File: src/rtl/alu181_pkg.sv
`default_nettype none
// ============================================================================
// Module      : alu181_pkg
// Description : Shared constants and types for the pipelined 74181-style ALU.
//               Function-select encodings, mode encodings, slice width and
//               the registered status-flag bundle with its reset value.
// Ports       : none (package)
// Revision    : 1.0 - initial release
// ============================================================================
package alu181_pkg;

  // Width of one ALU slice; the datapath is built from WIDTH/SLICE_W slices.
  localparam int SLICE_W = 4;

  // Function selects. S_SUB and S_XOR share an encoding and differ only by m;
  // likewise S_PASSA and S_DEC.
  localparam logic [3:0] S_ADD   = 4'b1001;
  localparam logic [3:0] S_SUB   = 4'b0110;
  localparam logic [3:0] S_PASSA = 4'b1111;
  localparam logic [3:0] S_XOR   = 4'b0110;
  localparam logic [3:0] S_DEC   = 4'b1111;

  // Mode select.
  localparam logic M_LOGIC = 1'b1;
  localparam logic M_ARITH = 1'b0;

  // Status flags captured alongside the result in the output stage.
  typedef struct packed {
    logic co_n;
    logic a_eq_b;
    logic zero;
    logic ovf;
  } flags_t;

  // Flags describing y == 0 with no carry out and no overflow.
  localparam flags_t FLAGS_RST = '{co_n: 1'b1, a_eq_b: 1'b0, zero: 1'b1, ovf: 1'b0};

endpackage : alu181_pkg
`default_nettype wire

File: src/rtl/alu181_slice.sv
`default_nettype none
// ============================================================================
// Module      : alu181_slice
// Description : Combinational 4-bit 74181-style function slice. Forms the
//               per-bit T1/T2 terms, the logic-mode result, group
//               propagate/generate for the lookahead chain, and the
//               arithmetic sum from an externally supplied carry in.
// Ports       : a, b     - 4-bit operands (a already muxed with accumulator)
//               s        - function select
//               ci       - active-high carry into bit 0 of this slice
//               logic_y  - logic-mode result ~(T1 ^ T2)
//               sum      - arithmetic sum T1 + T2 + ci (low 4 bits)
//               grp_p    - group propagate
//               grp_g    - group generate
// Revision    : 1.0 - initial release
// ============================================================================
module alu181_slice
  import alu181_pkg::*;
(
  input  logic [SLICE_W-1:0] a,
  input  logic [SLICE_W-1:0] b,
  input  logic [3:0]         s,
  input  logic               ci,
  output logic [SLICE_W-1:0] logic_y,
  output logic [SLICE_W-1:0] sum,
  output logic               grp_p,
  output logic               grp_g
);

  logic [SLICE_W-1:0] t1;
  logic [SLICE_W-1:0] t2;
  logic [SLICE_W-1:0] p;
  logic [SLICE_W-1:0] g;
  logic [SLICE_W-1:0] c;

  // Carry-independent terms. Kept apart from the carry logic so the
  // group P/G outputs have no path from ci; the top's lookahead chain
  // feeds ci back from these outputs.
  always_comb begin
    t1 = a | (b & {SLICE_W{s[0]}}) | (~b & {SLICE_W{s[1]}});
    t2 = (a & ~b & {SLICE_W{s[2]}}) | (a & b & {SLICE_W{s[3]}});
    p  = t1 ^ t2;
    g  = t1 & t2;
    logic_y = ~p;
    grp_p = &p;
    grp_g = g[0];
    for (int i = 1; i < SLICE_W; i++) begin
      grp_g = g[i] | (p[i] & grp_g);
    end
  end

  // Internal ripple across the four bits of the slice.
  always_comb begin
    c    = '0;
    c[0] = ci;
    for (int i = 1; i < SLICE_W; i++) begin
      c[i] = g[i-1] | (p[i-1] & c[i-1]);
    end
    sum = p ^ c;
  end

endmodule : alu181_slice
`default_nettype wire

File: src/rtl/alu181_pipe.sv
`default_nettype none
// ============================================================================
// Module      : alu181_pipe
// Description : WIDTH-bit 74181-style ALU with a two-stage valid/ready
//               pipeline, full backpressure, an accumulator operand and
//               registered zero / all-ones / carry / signed-overflow flags.
//               Stage A registers the operation; the function is evaluated
//               combinationally from stage A and captured into stage B.
// Ports       : clk, rst_n          - clock, async active-low reset
//               in_valid/in_ready   - operation handshake
//               a, b, s, m, ci_n    - operands, select, mode, carry in (low)
//               acc_en              - use accumulator in place of a
//               out_valid/out_ready - result handshake
//               y, co_n, a_eq_b,
//               zero, ovf           - registered result and flags
// Revision    : 1.0 - initial release
// ============================================================================
module alu181_pipe
  import alu181_pkg::*;
#(
  parameter int WIDTH = 8  // multiple of 4, at least 4
) (
  input  logic             clk,
  input  logic             rst_n,
  input  logic             in_valid,
  output logic             in_ready,
  input  logic [WIDTH-1:0] a,
  input  logic [WIDTH-1:0] b,
  input  logic [3:0]       s,
  input  logic             m,
  input  logic             ci_n,
  input  logic             acc_en,
  output logic             out_valid,
  input  logic             out_ready,
  output logic [WIDTH-1:0] y,
  output logic             co_n,
  output logic             a_eq_b,
  output logic             zero,
  output logic             ovf
);

  localparam int NS = WIDTH / SLICE_W;

  // Stage A: registered operation.
  logic [WIDTH-1:0] a_q, a_d;
  logic [WIDTH-1:0] b_q, b_d;
  logic [3:0]       s_q, s_d;
  logic             m_q, m_d;
  logic             ci_n_q, ci_n_d;
  logic             acc_en_q, acc_en_d;
  logic             a_vld_q, a_vld_d;

  // Stage B: registered result.
  logic [WIDTH-1:0] y_q, y_d;
  flags_t           flags_q, flags_d;
  logic             b_vld_q, b_vld_d;

  // Accumulator operand.
  logic [WIDTH-1:0] acc_q, acc_d;

  // Handshake.
  logic b_adv;
  logic a_adv;
  logic load;

  // Datapath.
  logic [WIDTH-1:0] op_a;
  logic [WIDTH-1:0] logic_all;
  logic [WIDTH-1:0] sum_all;
  logic [NS-1:0]    grp_p;
  logic [NS-1:0]    grp_g;
  logic [NS:0]      grp_c;
  logic [WIDTH-1:0] res_y;
  flags_t           res_flags;
  logic             c_into_msb;

  // --------------------------------------------------------------------------
  // Handshake: stage B frees up when empty or being consumed; stage A moves
  // into B whenever B can accept, and takes a new op in the same cycle.
  // --------------------------------------------------------------------------
  always_comb begin
    b_adv    = ~b_vld_q | out_ready;
    a_adv    = a_vld_q & b_adv;
    in_ready = ~a_vld_q | b_adv;
    load     = in_valid & in_ready;
  end

  // --------------------------------------------------------------------------
  // Function evaluation from stage A.
  // --------------------------------------------------------------------------
  always_comb begin
    op_a = acc_en_q ? acc_q : a_q;
  end

  for (genvar i = 0; i < NS; i++) begin : g_slice
    alu181_slice u_slice (
      .a       (op_a[i*SLICE_W +: SLICE_W]),
      .b       (b_q[i*SLICE_W +: SLICE_W]),
      .s       (s_q),
      .ci      (grp_c[i]),
      .logic_y (logic_all[i*SLICE_W +: SLICE_W]),
      .sum     (sum_all[i*SLICE_W +: SLICE_W]),
      .grp_p   (grp_p[i]),
      .grp_g   (grp_g[i])
    );
  end

  // Slice-level carry chain driven by group propagate/generate.
  always_comb begin
    grp_c    = '0;
    grp_c[0] = ~ci_n_q;
    for (int i = 0; i < NS; i++) begin
      grp_c[i+1] = grp_g[i] | (grp_p[i] & grp_c[i]);
    end
  end

  always_comb begin
    res_y = m_q ? logic_all : sum_all;
    // The logic result is ~(T1 ^ T2), i.e. the inverted bit propagate, so the
    // carry into the MSB falls out of sum = propagate ^ carry_in.
    c_into_msb       = sum_all[WIDTH-1] ^ ~logic_all[WIDTH-1];
    res_flags.co_n   = m_q ? 1'b1 : ~grp_c[NS];
    res_flags.ovf    = m_q ? 1'b0 : (c_into_msb ^ grp_c[NS]);
    res_flags.a_eq_b = &res_y;
    res_flags.zero   = ~|res_y;
  end

  // --------------------------------------------------------------------------
  // Next-state.
  // --------------------------------------------------------------------------
  always_comb begin
    a_d      = load ? a      : a_q;
    b_d      = load ? b      : b_q;
    s_d      = load ? s      : s_q;
    m_d      = load ? m      : m_q;
    ci_n_d   = load ? ci_n   : ci_n_q;
    acc_en_d = load ? acc_en : acc_en_q;
    a_vld_d  = load | (a_vld_q & ~a_adv);

    y_d      = a_adv ? res_y     : y_q;
    flags_d  = a_adv ? res_flags : flags_q;
    b_vld_d  = a_adv | (b_vld_q & ~out_ready);

    // Every op that leaves stage A updates the accumulator, so a following
    // acc_en op already sees the new value with no bubble.
    acc_d    = a_adv ? res_y : acc_q;
  end

  always_ff @(posedge clk or negedge rst_n) begin
    if (!rst_n) begin
      a_q      <= '0;
      b_q      <= '0;
      s_q      <= '0;
      m_q      <= 1'b0;
      ci_n_q   <= 1'b1;
      acc_en_q <= 1'b0;
      a_vld_q  <= 1'b0;
      y_q      <= '0;
      flags_q  <= FLAGS_RST;
      b_vld_q  <= 1'b0;
      acc_q    <= '0;
    end else begin
      a_q      <= a_d;
      b_q      <= b_d;
      s_q      <= s_d;
      m_q      <= m_d;
      ci_n_q   <= ci_n_d;
      acc_en_q <= acc_en_d;
      a_vld_q  <= a_vld_d;
      y_q      <= y_d;
      flags_q  <= flags_d;
      b_vld_q  <= b_vld_d;
      acc_q    <= acc_d;
    end
  end

  // --------------------------------------------------------------------------
  // Outputs come straight from stage B, so they hold while stalled.
  // --------------------------------------------------------------------------
  always_comb begin
    out_valid = b_vld_q;
    y         = y_q;
    co_n      = flags_q.co_n;
    a_eq_b    = flags_q.a_eq_b;
    zero      = flags_q.zero;
    ovf       = flags_q.ovf;
  end

endmodule : alu181_pipe
`default_nettype wire
File: config.mk
export PLATFORM = sky130hd
export DESIGN_NAME = alu181_pipe
export DESIGN_NICKNAME = d
export VERILOG_FILES = /design/src/rtl/alu181_pkg.sv /design/src/rtl/alu181_slice.sv /design/src/rtl/alu181_pipe.sv
export SDC_FILE = /design/constraint.sdc
export NUM_CORES = 1
export LEC_CHECK = 0
export ABC_AREA = 1
export ABC_CLOCK_PERIOD_IN_PS = 10100
export CORE_ASPECT_RATIO = 1.2
export CORE_MARGIN = 4
export CORE_UTILIZATION = 35
export CTS_CLUSTER_DIAMETER = 60
export DETAILED_ROUTE_END_ITERATION = 10
export PLACE_DENSITY_LB_ADDON = 0.05
export SYNTH_ARGS = -nofsm -noshare
export SYNTH_HDL_FRONTEND = slang
export SYNTH_SLANG_ARGS = --single-unit
File: constraint.sdc
create_clock -name clk -period 10.1 [get_ports clk]
set_input_delay 1.515 -clock clk [delete_from_list [all_inputs] [get_ports clk]]
set_output_delay 1.515 -clock clk [all_outputs]
set_load 0.02 [all_outputs]
==> results of run 1 <==
## final timing paths
check,from,end,slack [ns],cells after the start
setup / recovery,out_ready,in_ready,5.86,4
hold / removal,ovf$_DFFE_PN0P_,ovf$_DFFE_PN0P_,0.49,2
setup reg to reg,acc_en_q$_DFFE_PN0P_,a_eq_b$_DFFE_PN0P_,5.97,17
hold reg to reg,ovf$_DFFE_PN0P_,ovf$_DFFE_PN0P_,0.49,2
max in group asynchronous,rst_n,s_q[0]$_DFFE_PN0P_,8.25,1
min in group asynchronous,rst_n,a_q[2]$_DFFE_PN0P_,1.33,1
## worst max-delay path: stages
cell and delay, ns:
clkdlybuf4s50_1 0.45, inv_1 0.05, nand3_1 0.10, clkdlybuf4s50_1 0.62
## per-stage QoR
step	utilization	hold WS, ns
after floorplan	-	0.456
after global placement	0.437	0.469
after detailed placement	0.437	0.472
after CTS	0.452	0.489
after global routing	0.452	0.498
final	0.452	0.486
## per-layer routing
layer  wire (µm)  track usage  vias to the layer above
met5           0            0                        -
met4          76       0.0465                        0
met3         209       0.0296                        7
met2        2060        0.214                       39
met1        2330        0.193                      825
li1            -            -                      905
## kinds of logic (layout without fill, tap and decap cells)
kind of cell,after synthesis,after routing
fa+ha+maj,14,14
flops,37,37
simple gates,90,90
buf+inv,46,85
xor+xnor,2,2
mux,17,17
compound gates,50,50
## area by class of cell
class	count	area [µm²]
clock buffers	7	86.3
well taps	82	103
fillers	639	3340
flip-flops and latches	37	930
multi-input cells	173	1090
repair buffers	41	403
inverters	37	141
## power by group
group | total, mW | switching, mW | internal, mW
Clock | 0.105 | 0.0510 | 0.0542
Sequential | 0.213 | 0.0287 | 0.184
Combinational | 0.330 | 0.188 | 0.142
## state kept, by name, summed over array words and instances (netlist names), 4 cells and up
register	count
a_q	8
b_q	8
s_q	4
y	8
## cells in the final DEF (no fill, tap or decap), types with 8 or more instances in the layout
cell type,synthesis,final
inv_1,33,33
mux2_2,12,12
a21oi_1,20,20
nor3_1,8,8
nor2_1,21,21
nand2_1,50,50
clkdlybuf4s50_1,0,39
nand3_1,8,8
ha_1,8,8
dfrtp_1,34,34
o21ai_0,16,16
==> impl_table.tex, run 1 <==
\begin{tabular}{lr}
\hline
Metric & Value \\
\hline
\multicolumn{2}{l}{\textbf{CTS}} \\
\quad CTS Root Cell & clkbuf\_8 \\
\quad Number of gates given a new drive strength after cts & 0 \\
\quad Hold bufs inserted after CTS & 0 \\
\quad Clock-pin slew on the worst setup and hold paths & 0.07 ns \\
\quad Max clock buf depth & 2 \\
\quad Clock tree from TritonCTS & built \\
\quad Later-pin clock latency in the skew report & 0.29 ns \\
\quad Total setup buffers inserted after CTS & 0 \\
\quad Num Clock Sinks & 37 \\
\quad Count of H-tree levels built during CTS & 2 \\
\quad TritonCTS Buffers & 5 \\
\multicolumn{2}{l}{\textbf{Floorplan}} \\
\quad I/O pin total & 41 \\
\quad Core region area & 6090 µm² \\
\quad Effective utilization at floorplan & 0.362 \\
\quad Die Span X & 80.4 µm \\
\quad Die outline area & 7630 µm² \\
\quad Placement Rows & 31 \\
\quad Die height & 94.9 µm \\
\multicolumn{2}{l}{\textbf{Logic synthesis}} \\
\quad Avg Cell Area, Syn & 8.61 µm² \\
\quad Proportion of synthesized chip area in sequential cells & 0.422 \\
\quad Combinational family with the most area after synthesis & simple AND/OR/NAND/NOR gates \\
\quad Post-synthesis compound-gate area fraction & 0.127 \\
\quad Count of state elements after synthesis & 37 \\
\quad Post-synthesis cell count & 256 \\
\quad Biggest area consumer among synthesized cells & dfrtp\_1 \\
\quad Most frequent cell after synthesis & nand2\_1 \\
\quad Main flop type after synthesis & dfrtp\_1 \\
\quad Number of flops mapped to enable cells by yosys & 0 \\
\quad Summed instance area of the synthesized netlist & 2200 µm² \\
\quad Biggest area contributors in the synthesized netlist & dfrtp\_1 39\%, nand2\_1 8.5\%, mux2\_2 6.1\% \\
\quad Share of synthesized cell area in full adder, half adder and majority cells & 0.0999 \\
\quad Xor and xnor fraction of the mapped netlist area & 0.0114 \\
\quad Share of the synthesized area in the top cell type & 0.386 \\
\quad Synthesized Nets & 297 \\
\quad Simple-gate share of the synthesized area & 0.170 \\
\quad Count of warnings emitted by yosys & 0 \\
\quad Proportion of synthesized area in mux cells & 0.0857 \\
\quad Cell types with the highest counts after synthesis & 50 x nand2\_1, 34 x dfrtp\_1, 33 x inv\_1 \\
\quad Number of different library cells in the post-synthesis netlist & 31 \\
\quad Fraction of synthesis flops using an asynchronous set or reset pin & 1.00 \\
\multicolumn{2}{l}{\textbf{Cells and area}} \\
\quad Total inserted antenna cells & 0 \\
\quad Signed area change from the synthesized netlist to the final layout & 24.8\% \\
\quad Final net count & 336 \\
\quad Share of layout cells above drive strength 1 & 0.105 \\
\quad Post-route cell area & 2750 µm² \\
\quad Non-Filler Instances & 377 \\
\multicolumn{2}{l}{\textbf{Placed design}} \\
\quad GP Congestion & 0.790 \\
\quad Count of input and output buffers & 40 \\
\quad Detailed placement HPWL & 3.59 mm \\
\quad Placement Setup Slack & 5.85 ns \\
\quad Placed cell count & 370 \\
\quad Instance area after placement & 2660 µm² \\
\multicolumn{2}{l}{\textbf{Power}} \\
\quad Power per cell area & 236 nW/µm² \\
\quad Leakage Power & 1.30 nW \\
\quad Total chip power & 648 µW \\
\quad Peak VDD IR & 0.0919 mV \\
\multicolumn{2}{l}{\textbf{Worst setup path}} \\
\quad Type of the worst setup path & in2out \\
\quad Worst setup EP type & output pin \\
\quad Arrival time of data at the critical path endpoint & 2.73 ns \\
\quad Startpoint kind of the worst setup timing path & input pin \\
\quad Maximum fanout along the worst path & 3 \\
\quad Required time reported for the critical path endpoint & 8.59 ns \\
\multicolumn{2}{l}{\textbf{Global routing}} \\
\quad Global-route wire length before repair & 8.20 mm \\
\quad Via count of the first global-routing pass & 1,762 \\
\quad Antenna violations before repair & 0 \\
\quad Global routing usage summed across all routing layers & 0.139 \\
\quad Total congestion overflow after global routing & 0 \\
\quad Pin count of the biggest net entering global routing & 38 \\
\multicolumn{2}{l}{\textbf{Timing}} \\
\quad Final setup violation count & 0 \\
\quad Headroom to the max-slew limit & 0.445 \\
\quad Fin. Hold Viols & 0 \\
\quad Aggregate negative setup slack & 0 ns \\
\quad Final critical delay including setup and external delays & 4.24 ns \\
\quad Final Cycle Share & 0.420 \\
\quad Final Max Tran Viols & 0 \\
\quad Layout Skew & 0.00463 ns \\
\quad Worst-case setup margin in the final layout & 5.86 ns \\
\quad Actual slew at the worst max-slew pin & 0.832 ns \\
\quad Setup repair after global routing missed its margin & no \\
\quad Timing-limited maximum frequency & 236 MHz \\
\multicolumn{2}{l}{\textbf{Detailed routing}} \\
\quad Routed len/inst & 12.4 µm \\
\quad Number of iterations in the first detailed-routing pass & 4 \\
\quad Drt initial violations & 63 \\
\quad Average via count per standard cell & 4.71 \\
\quad Total DRC errors in the routed layout & 0 \\
\quad Total Routed Length & 4.67 mm \\
\quad Detail Route Antenna Nets & 0 \\
\quad Number of vias after detailed routing & 1,776 \\
\multicolumn{2}{l}{\textbf{Worst hold path}} \\
\quad Hold Path Class & reg2reg \\
\multicolumn{2}{l}{\textbf{Run status}} \\
\quad Status & finished, final reports clean \\
\multicolumn{2}{l}{\textbf{Job}} \\
\quad Number of max-cap violations & 0 \\
\hline
\end{tabular}
Note: power is estimated with default switching activity, not from simulation.
==> run 2, diff against run 1 <==
- ABC_CLOCK_PERIOD_IN_PS: 10100 -> 4430
- clock period: 10.1 -> 4.43 ns (I/O delays scaled with it)
==> impl_table.tex, run 2 (synthesized netlist as in run 1, its figures left out) <==
\begin{tabular}{lr}
\hline
Metric & Value \\
\hline
\multicolumn{2}{l}{\textbf{Detailed routing}} \\
\quad Detail Route met3 WL & 204 µm \\
\quad Detail Route Antenna Nets & 0 \\
\quad Met2 routed WL & 2.15 mm \\
\quad Uppermost routed layer & met4 \\
\quad Average via count per standard cell & 4.60 \\
\quad Routed len/inst & 12.7 µm \\
\quad Metal1 wirelength & 2.35 mm \\
\quad Number of iterations in the first detailed-routing pass & 5 \\
\quad Total DRC errors in the routed layout & 0 \\
\quad Drt initial violations & 65 \\
\quad Number of vias after detailed routing & 1,737 \\
\quad Total Routed Length & 4.78 mm \\
\multicolumn{2}{l}{\textbf{CTS}} \\
\quad Count of H-tree levels built during CTS & 2 \\
\quad Max clock buf depth & 2 \\
\quad Later-pin clock latency in the skew report & 0.29 ns \\
\quad TritonCTS Buffers & 5 \\
\quad Num Clock Sinks & 37 \\
\quad Clock tree from TritonCTS & built \\
\quad CTS Root Cell & clkbuf\_8 \\
\quad Clock-pin slew on the worst setup and hold paths & 0.07 ns \\
\multicolumn{2}{l}{\textbf{Global routing}} \\
\quad Global routing usage summed across all routing layers & 0.146 \\
\quad Antenna violations before repair & 0 \\
\quad Global-route wire length before repair & 8.67 mm \\
\quad Pin count of the biggest net entering global routing & 38 \\
\quad Via count of the first global-routing pass & 1,882 \\
\quad Total congestion overflow after global routing & 0 \\
\multicolumn{2}{l}{\textbf{Worst setup path}} \\
\quad Reg2reg start & acc\_en\_q\$\_DFFE\_PN0P\_ \\
\quad Arrival time of data at the critical path endpoint & 4.13 ns \\
\quad Worst path depth & 17 \\
\quad Type of the worst setup path & reg2reg \\
\quad Timing endpoint of the critical path & zero\$\_DFFE\_PN1P\_ \\
\quad WP buf/inv & 2 \\
\quad Required time reported for the critical path endpoint & 4.66 ns \\
\quad Highest-delay cell along the critical path & dfrtp\_2 \\
\quad Critical register-to-register path endpoint & zero\$\_DFFE\_PN1P\_ \\
\quad Crit path cell chain & mux2i\_1, inv\_1, nor3\_1, inv\_1, ha\_1, a21oi\_1, nand2\_1, nand2\_1, nand2\_1, fa\_1, fa\_1, fa\_1, nand2\_1, o21ai\_2, nor3\_1, nand3\_1, o21ai\_2 \\
\quad Worst-case register-to-register setup slack & 0.53 ns \\
\quad Worst setup path startpoint & acc\_en\_q\$\_DFFE\_PN0P\_ \\
\quad Worst path max stage delay & 0.53 ns \\
\quad Top cell family by delay on the critical path & adder cells \\
\quad Crit path top cell by count & nand2\_1 \\
\quad Startpoint kind of the worst setup timing path & register \\
\quad Worst setup EP type & register \\
\quad Maximum fanout along the worst path & 15 \\
\quad Count of cells along the worst register-to-register path & 17 \\
\multicolumn{2}{l}{\textbf{Power}} \\
\quad Total chip power & 1.48 mW \\
\quad Leakage Power & 1.29 nW \\
\quad Power per cell area & 539 nW/µm² \\
\quad Peak VDD IR & 0.157 mV \\
\multicolumn{2}{l}{\textbf{Cells and area}} \\
\quad Most used cells in the layout excluding fill and tap cells & 50 x nand2\_1, 39 x clkdlybuf4s50\_1, 33 x inv\_1, 33 x dfrtp\_1, 21 x nor2\_1 \\
\quad Most common cell after layout, fill and taps aside & nand2\_1 \\
\quad Non-Filler Instances & 378 \\
\quad Final net count & 336 \\
\quad Post-route cell area & 2750 µm² \\
\quad Total inserted antenna cells & 0 \\
\quad Share of layout cells above drive strength 1 & 0.105 \\
\quad Final Util & 0.451 \\
\quad Signed area change from the synthesized netlist to the final layout & 24.6\% \\
\multicolumn{2}{l}{\textbf{Floorplan}} \\
\quad Die Span X & 80.4 µm \\
\quad Die outline area & 7630 µm² \\
\quad Effective utilization at floorplan & 0.362 \\
\quad Core region area & 6090 µm² \\
\quad Die height & 94.9 µm \\
\quad Placement Rows & 31 \\
\quad I/O pin total & 41 \\
\multicolumn{2}{l}{\textbf{Timing}} \\
\quad Final Cycle Share & 0.880 \\
\quad Actual slew at the worst max-slew pin & 1.03 ns \\
\quad Timing-limited maximum frequency & 256 MHz \\
\quad Layout Skew & 0.00193 ns \\
\quad Final Max Tran Viols & 0 \\
\quad Aggregate negative setup slack & 0 ns \\
\quad Final setup violation count & 0 \\
\quad Setup repair after global routing missed its margin & no \\
\quad Fin. Hold Viols & 0 \\
\quad Headroom to the max-slew limit & 0.313 \\
\quad Final critical delay including setup and external delays & 3.90 ns \\
\multicolumn{2}{l}{\textbf{Run status}} \\
\quad Status & finished, final reports clean \\
\multicolumn{2}{l}{\textbf{Placed design}} \\
\quad Detailed placement HPWL & 3.69 mm \\
\quad Placed cell count & 370 \\
\quad Instance area after placement & 2660 µm² \\
\quad Count of input and output buffers & 40 \\
\quad GP Congestion & 0.875 \\
\multicolumn{2}{l}{\textbf{Job}} \\
\quad Number of max-cap violations & 0 \\
\multicolumn{2}{l}{\textbf{Worst hold path}} \\
\quad Hold Path Class & in2async \\
\hline
\end{tabular}
[run 2: changes by cell type in the layout (fill, tap and decap cells not counted), sizes merged]
cell    change
clkbuf      +1
[run 2: cell type report]
cell class,instances,area [µm²]
fill,653,3340
multi-input combinational,173,1090
sequential,37,931
timing repair buffer,41,403
inverter,37,141
tap,82,103
clock buffer,8,80.1
[run 2: how the worst min path moves through the flow]
stage / from / end / slack [ns]
5_1_grt: a_eq_b$_DFFE_PN0P_ / a_eq_b$_DFFE_PN0P_ / 0.50
3_5_place_dp: zero$_DFFE_PN1P_ / zero$_DFFE_PN1P_ / 0.47
6_report: rst_n / a_q[2]$_DFFE_PN0P_ / 0.46
3_3_place_gp: a_vld_q$_DFF_PN0_ / out_valid$_DFF_PN0_ / 0.47
2_1_floorplan: rst_n / a_eq_b$_DFFE_PN0P_ / 0.37
4_1_cts: zero$_DFFE_PN1P_ / zero$_DFFE_PN1P_ / 0.48
[run 2: report_power, final]
| part | switching [mW] | internal [mW] | leakage (nW) |
|---|---|---|---|
| clock | 0.118 | 0.112 | 0.0395 |
| sequential | 0.0646 | 0.420 | 0.430 |
| combinational | 0.436 | 0.328 | 0.821 |
| total | 0.619 | 0.859 | 1.29 |
[run 2: routing by layer]
metal	vias to the layer above	track usage
met5	-	0
met4	0	0.0563
met3	6	0.0277
met2	33	0.238
met1	795	0.191
li1	903	-
[run 2: worst register-to-register path, cell delays in order (launching register included)]
cell	delay, ns
dfrtp_2	0.53
mux2i_1	0.23
inv_1	0.07
nor3_1	0.23
inv_1	0.08
ha_1	0.31
a21oi_1	0.15
nand2_1	0.06
nand2_1	0.05
nand2_1	0.08
fa_1	0.45
fa_1	0.46
fa_1	0.49
nand2_1	0.09
o21ai_2	0.07
nor3_1	0.24
nand3_1	0.12
o21ai_2	0.12
[run 2: repair_timing]
| item | CTS | global route |
|---|---|---|
| setup buffers | 0 | 0 |
| hold buffers | 0 | 0 |
| resized for setup | 0 | 1 |
| setup endpoints to repair | 0 | 2 |
[run 2: through the flow]
step | hold slack [ns] | setup WS (ns)
final | 0.464 | 0.530
after global routing | 0.504 | 0.102
after CTS | 0.480 | 0.369
after detailed placement | 0.469 | 0.383
after floorplan | 0.369 | 0.787
after global placement | 0.471 | 0.510
==> run 3, diff against run 2 <==
- CAP_MARGIN: unset -> 5
- CTS_BUF_LIST: unset -> sky130_fd_sc_hd__clkbuf_4 sky130_fd_sc_hd__clkbuf_8 sky130_fd_sc_hd__clkbuf_16
- SYNTH_HIERARCHICAL: unset -> 1
==> impl_table.tex, run 3 <==
\begin{tabular}{lr}
\hline
Metric & Value \\
\hline
\multicolumn{2}{l}{\textbf{Run status}} \\
\quad Status & finished, final reports clean \\
\multicolumn{2}{l}{\textbf{Logic synthesis}} \\
\quad Proportion of synthesized chip area in sequential cells & 0.396 \\
\quad Biggest area consumer among synthesized cells & dfrtp\_1 \\
\quad Simple-gate share of the synthesized area & 0.271 \\
\quad Proportion of synthesized area in mux cells & 0.0192 \\
\quad Main flop type after synthesis & dfrtp\_1 \\
\quad Fraction of synthesis flops using an asynchronous set or reset pin & 1.00 \\
\quad Most frequent cell after synthesis & nand2\_1 \\
\quad Count of state elements after synthesis & 37 \\
\quad Post-synthesis compound-gate area fraction & 0.114 \\
\quad Number of flops mapped to enable cells by yosys & 0 \\
\quad Xor and xnor fraction of the mapped netlist area & 0.00746 \\
\quad Count of warnings emitted by yosys & 6 \\
\quad Cell types with the highest counts after synthesis & 110 x nand2\_1, 41 x inv\_1, 34 x dfrtp\_1 \\
\quad Avg Cell Area, Syn & 7.43 µm² \\
\quad Biggest area contributors in the synthesized netlist & dfrtp\_1 36\%, nand2\_1 18\%, inv\_1 6.6\% \\
\quad Share of synthesized cell area in full adder, half adder and majority cells & 0.0938 \\
\quad Share of the synthesized area in the top cell type & 0.362 \\
\quad Summed instance area of the synthesized netlist & 2350 µm² \\
\quad Synthesized Nets & 357 \\
\quad Combinational family with the most area after synthesis & simple AND/OR/NAND/NOR gates \\
\quad Post-synthesis cell count & 316 \\
\quad Number of different library cells in the post-synthesis netlist & 25 \\
\multicolumn{2}{l}{\textbf{Detailed routing}} \\
\quad Number of vias after detailed routing & 2,013 \\
\quad Detail Route Antenna Nets & 0 \\
\quad Drt initial violations & 68 \\
\quad Total DRC errors in the routed layout & 0 \\
\quad Number of iterations in the first detailed-routing pass & 4 \\
\quad Total Routed Length & 5.35 mm \\
\quad Routed len/inst & 12.2 µm \\
\quad Average via count per standard cell & 4.58 \\
\multicolumn{2}{l}{\textbf{Placed design}} \\
\quad Count of input and output buffers & 40 \\
\quad Detailed placement HPWL & 4.29 mm \\
\quad GP Congestion & 0.837 \\
\quad Instance area after placement & 2790 µm² \\
\multicolumn{2}{l}{\textbf{Timing}} \\
\quad Actual slew at the worst max-slew pin & 0.797 ns \\
\quad Fin. Hold Viols & 0 \\
\quad Layout Skew & 0.00853 ns \\
\quad Aggregate negative setup slack & 0 ns \\
\quad Final setup violation count & 0 \\
\quad Timing-limited maximum frequency & 253 MHz \\
\quad Final Max Tran Viols & 0 \\
\quad Setup repair after global routing missed its margin & no \\
\quad Headroom to the max-slew limit & 0.469 \\
\quad Final critical delay including setup and external delays & 3.95 ns \\
\quad Final Cycle Share & 0.893 \\
\multicolumn{2}{l}{\textbf{Power}} \\
\quad Power per cell area & 531 nW/µm² \\
\quad Peak VDD IR & 0.179 mV \\
\quad Leakage Power & 1.49 nW \\
\multicolumn{2}{l}{\textbf{Worst hold path}} \\
\quad Hold Path Class & in2async \\
\multicolumn{2}{l}{\textbf{CTS}} \\
\quad CTS Root Cell & clkbuf\_8 \\
\quad TritonCTS Buffers & 5 \\
\quad Clock-pin slew on the worst setup and hold paths & 0.07 ns \\
\quad Clock tree from TritonCTS & built \\
\quad Max clock buf depth & 2 \\
\quad Num Clock Sinks & 37 \\
\quad Count of H-tree levels built during CTS & 2 \\
\quad Later-pin clock latency in the skew report & 0.29 ns \\
\quad Hold bufs inserted after CTS & 0 \\
\multicolumn{2}{l}{\textbf{Cells and area}} \\
\quad Final net count & 396 \\
\quad Share of layout cells above drive strength 1 & 0.0704 \\
\quad Most used cells in the layout excluding fill and tap cells & 110 x nand2\_1, 41 x inv\_1, 39 x clkdlybuf4s50\_1, 33 x dfrtp\_1 \\
\quad Most common cell after layout, fill and taps aside & nand2\_1 \\
\quad Signed area change from the synthesized netlist to the final layout & 22.9\% \\
\quad Post-route cell area & 2890 µm² \\
\quad Total inserted antenna cells & 0 \\
\quad Largest regs & a\_q: 8 flops, acc\_q: 8 flops, b\_q: 8 flops \\
\multicolumn{2}{l}{\textbf{Floorplan}} \\
\quad I/O pin total & 41 \\
\quad Placement Rows & 32 \\
\quad Core region area & 6490 µm² \\
\quad Die outline area & 8090 µm² \\
\quad Die height & 97.7 µm \\
\quad Die Span X & 82.8 µm \\
\quad Effective utilization at floorplan & 0.362 \\
\multicolumn{2}{l}{\textbf{Worst setup path}} \\
\quad Highest-delay cell along the critical path & dfrtp\_2 \\
\quad Type of the worst setup path & reg2reg \\
\quad Top cell family by delay on the critical path & adder cells \\
\quad Maximum fanout along the worst path & 13 \\
\quad Startpoint kind of the worst setup timing path & register \\
\quad Count of cells along the worst register-to-register path & 18 \\
\quad Worst path depth & 18 \\
\quad Worst setup EP type & register \\
\quad Worst path max stage delay & 0.50 ns \\
\quad Arrival time of data at the critical path endpoint & 4.18 ns \\
\quad Crit path cell chain & mux2\_2, a21oi\_1, o21ai\_0, ha\_1, nand2\_1, nand2\_1, nand2\_1, nand2\_1, inv\_1, nand2\_1, fa\_1, fa\_1, fa\_1, xor2\_1, o21ai\_0, and2\_1, nand3\_1, nand2\_1 \\
\quad Crit path top cell by count & nand2\_1 \\
\quad WP buf/inv & 1 \\
\quad Required time reported for the critical path endpoint & 4.65 ns \\
\multicolumn{2}{l}{\textbf{Global routing}} \\
\quad Global routing usage summed across all routing layers & 0.150 \\
\quad Antenna violations before repair & 0 \\
\quad Via count of the first global-routing pass & 2,027 \\
\quad Global-route wire length before repair & 9.49 mm \\
\quad Pin count of the biggest net entering global routing & 38 \\
\quad Total congestion overflow after global routing & 0 \\
\multicolumn{2}{l}{\textbf{Job}} \\
\quad Number of max-cap violations & 0 \\
\hline
\end{tabular}
## run 3: cell count changes in the layout (fill, tap and decap cells not counted), moves of 3 or more
cell / before / now
a21oi_1: 20 / 24
clkbuf_1: 3 / 0
inv_1: 33 / 41
mux2_1: 3 / 0
mux2_2: 12 / 4
nand2_1: 50 / 110
nand3_1: 8 / 24
nor2_1: 21 / 13
nor3_1: 8 / 0
o211ai_1: 4 / 0
o21ai_0: 16 / 24
o21ai_2: 3 / 0
## run 3: worst register-to-register path: stages, from the launching register on
cell and delay (ns):
dfrtp_2 0.50, mux2_2 0.37, a21oi_1 0.11, o21ai_0 0.15, ha_1 0.34, nand2_1 0.08, nand2_1 0.05, nand2_1 0.05
nand2_1 0.04, inv_1 0.04, nand2_1 0.08, fa_1 0.45, fa_1 0.46, fa_1 0.44, xor2_1 0.27, o21ai_0 0.14
and2_1 0.20, nand3_1 0.08, nand2_1 0.05
## run 3: final cells by class
class                           count  area [µm²]
Tap cell                           85         106
Inverter                           43         161
Timing Repair Buffer               42         410
Sequential cell                    37         931
Fill cell                         693        3600
Multi-Input combinational cell    226        1190
Clock buffer                        7        90.1
## run 3: path summary, 6_finish.rpt
check,start,end,slack (ns)
hold / removal,rst_n,acc_q[1]$_DFFE_PN0P_,0.46
max in group asynchronous,rst_n,acc_en_q$_DFFE_PN0P_,3.42
setup / recovery,acc_en_q$_DFFE_PN0P_,zero$_DFFE_PN1P_,0.48
hold reg to reg,zero$_DFFE_PN1P_,zero$_DFFE_PN1P_,0.47
min in group clk,zero$_DFFE_PN1P_,zero$_DFFE_PN1P_,0.47
setup reg to reg,acc_en_q$_DFFE_PN0P_,zero$_DFFE_PN1P_,0.48
## run 3: per-layer routing
layer | global-route usage | up-vias | part of all wire
li1 | - | 1076 | -
met1 | 0.194 | 887 | 0.46
met2 | 0.246 | 42 | 0.48
met3 | 0.0306 | 8 | 0.042
met4 | 0.0503 | 0 | 0.016
met5 | 0 | - | 0
## run 3: what timing repair did
action | in CTS | in global routing
resized for setup | 0 | 1
endpoints found under the setup margin | 0 | 4
setup buffers | 0 | 0
## run 3: cell families (layout without fill, tap and decap cells)
logic type / Yosys count / in the layout
and+or+nand+nor: 153 / 153
AOI/OAI and AO/OA: 53 / 53
buffers and inverters: 53 / 92
DFF: 37 / 37
adders and majority gates: 14 / 14
muxes: 4 / 4
xor gates and xnor gates: 2 / 2
## run 3: through the flow
step                 util  setup WS [ns]  std cells  total power [mW]  hold WS, ns
floorplan               -          0.682        316              1.06        0.369
global placement    0.431          0.451        433              1.30        0.461
detailed placement  0.431          0.353        433              1.30        0.460
CTS                 0.445          0.341        440              1.56        0.473
global route        0.445          0.101        440              1.71        0.502
finish              0.445          0.475        440              1.53        0.458
## run 3: report_power, final
part	total [mW]	leakage, nW	internal [mW]	switching, mW
logic	0.796	0.997	0.325	0.470
clock network	0.244	0.0477	0.130	0.115
registers	0.492	0.443	0.417	0.0750
total	1.53	1.49	0.872	0.660
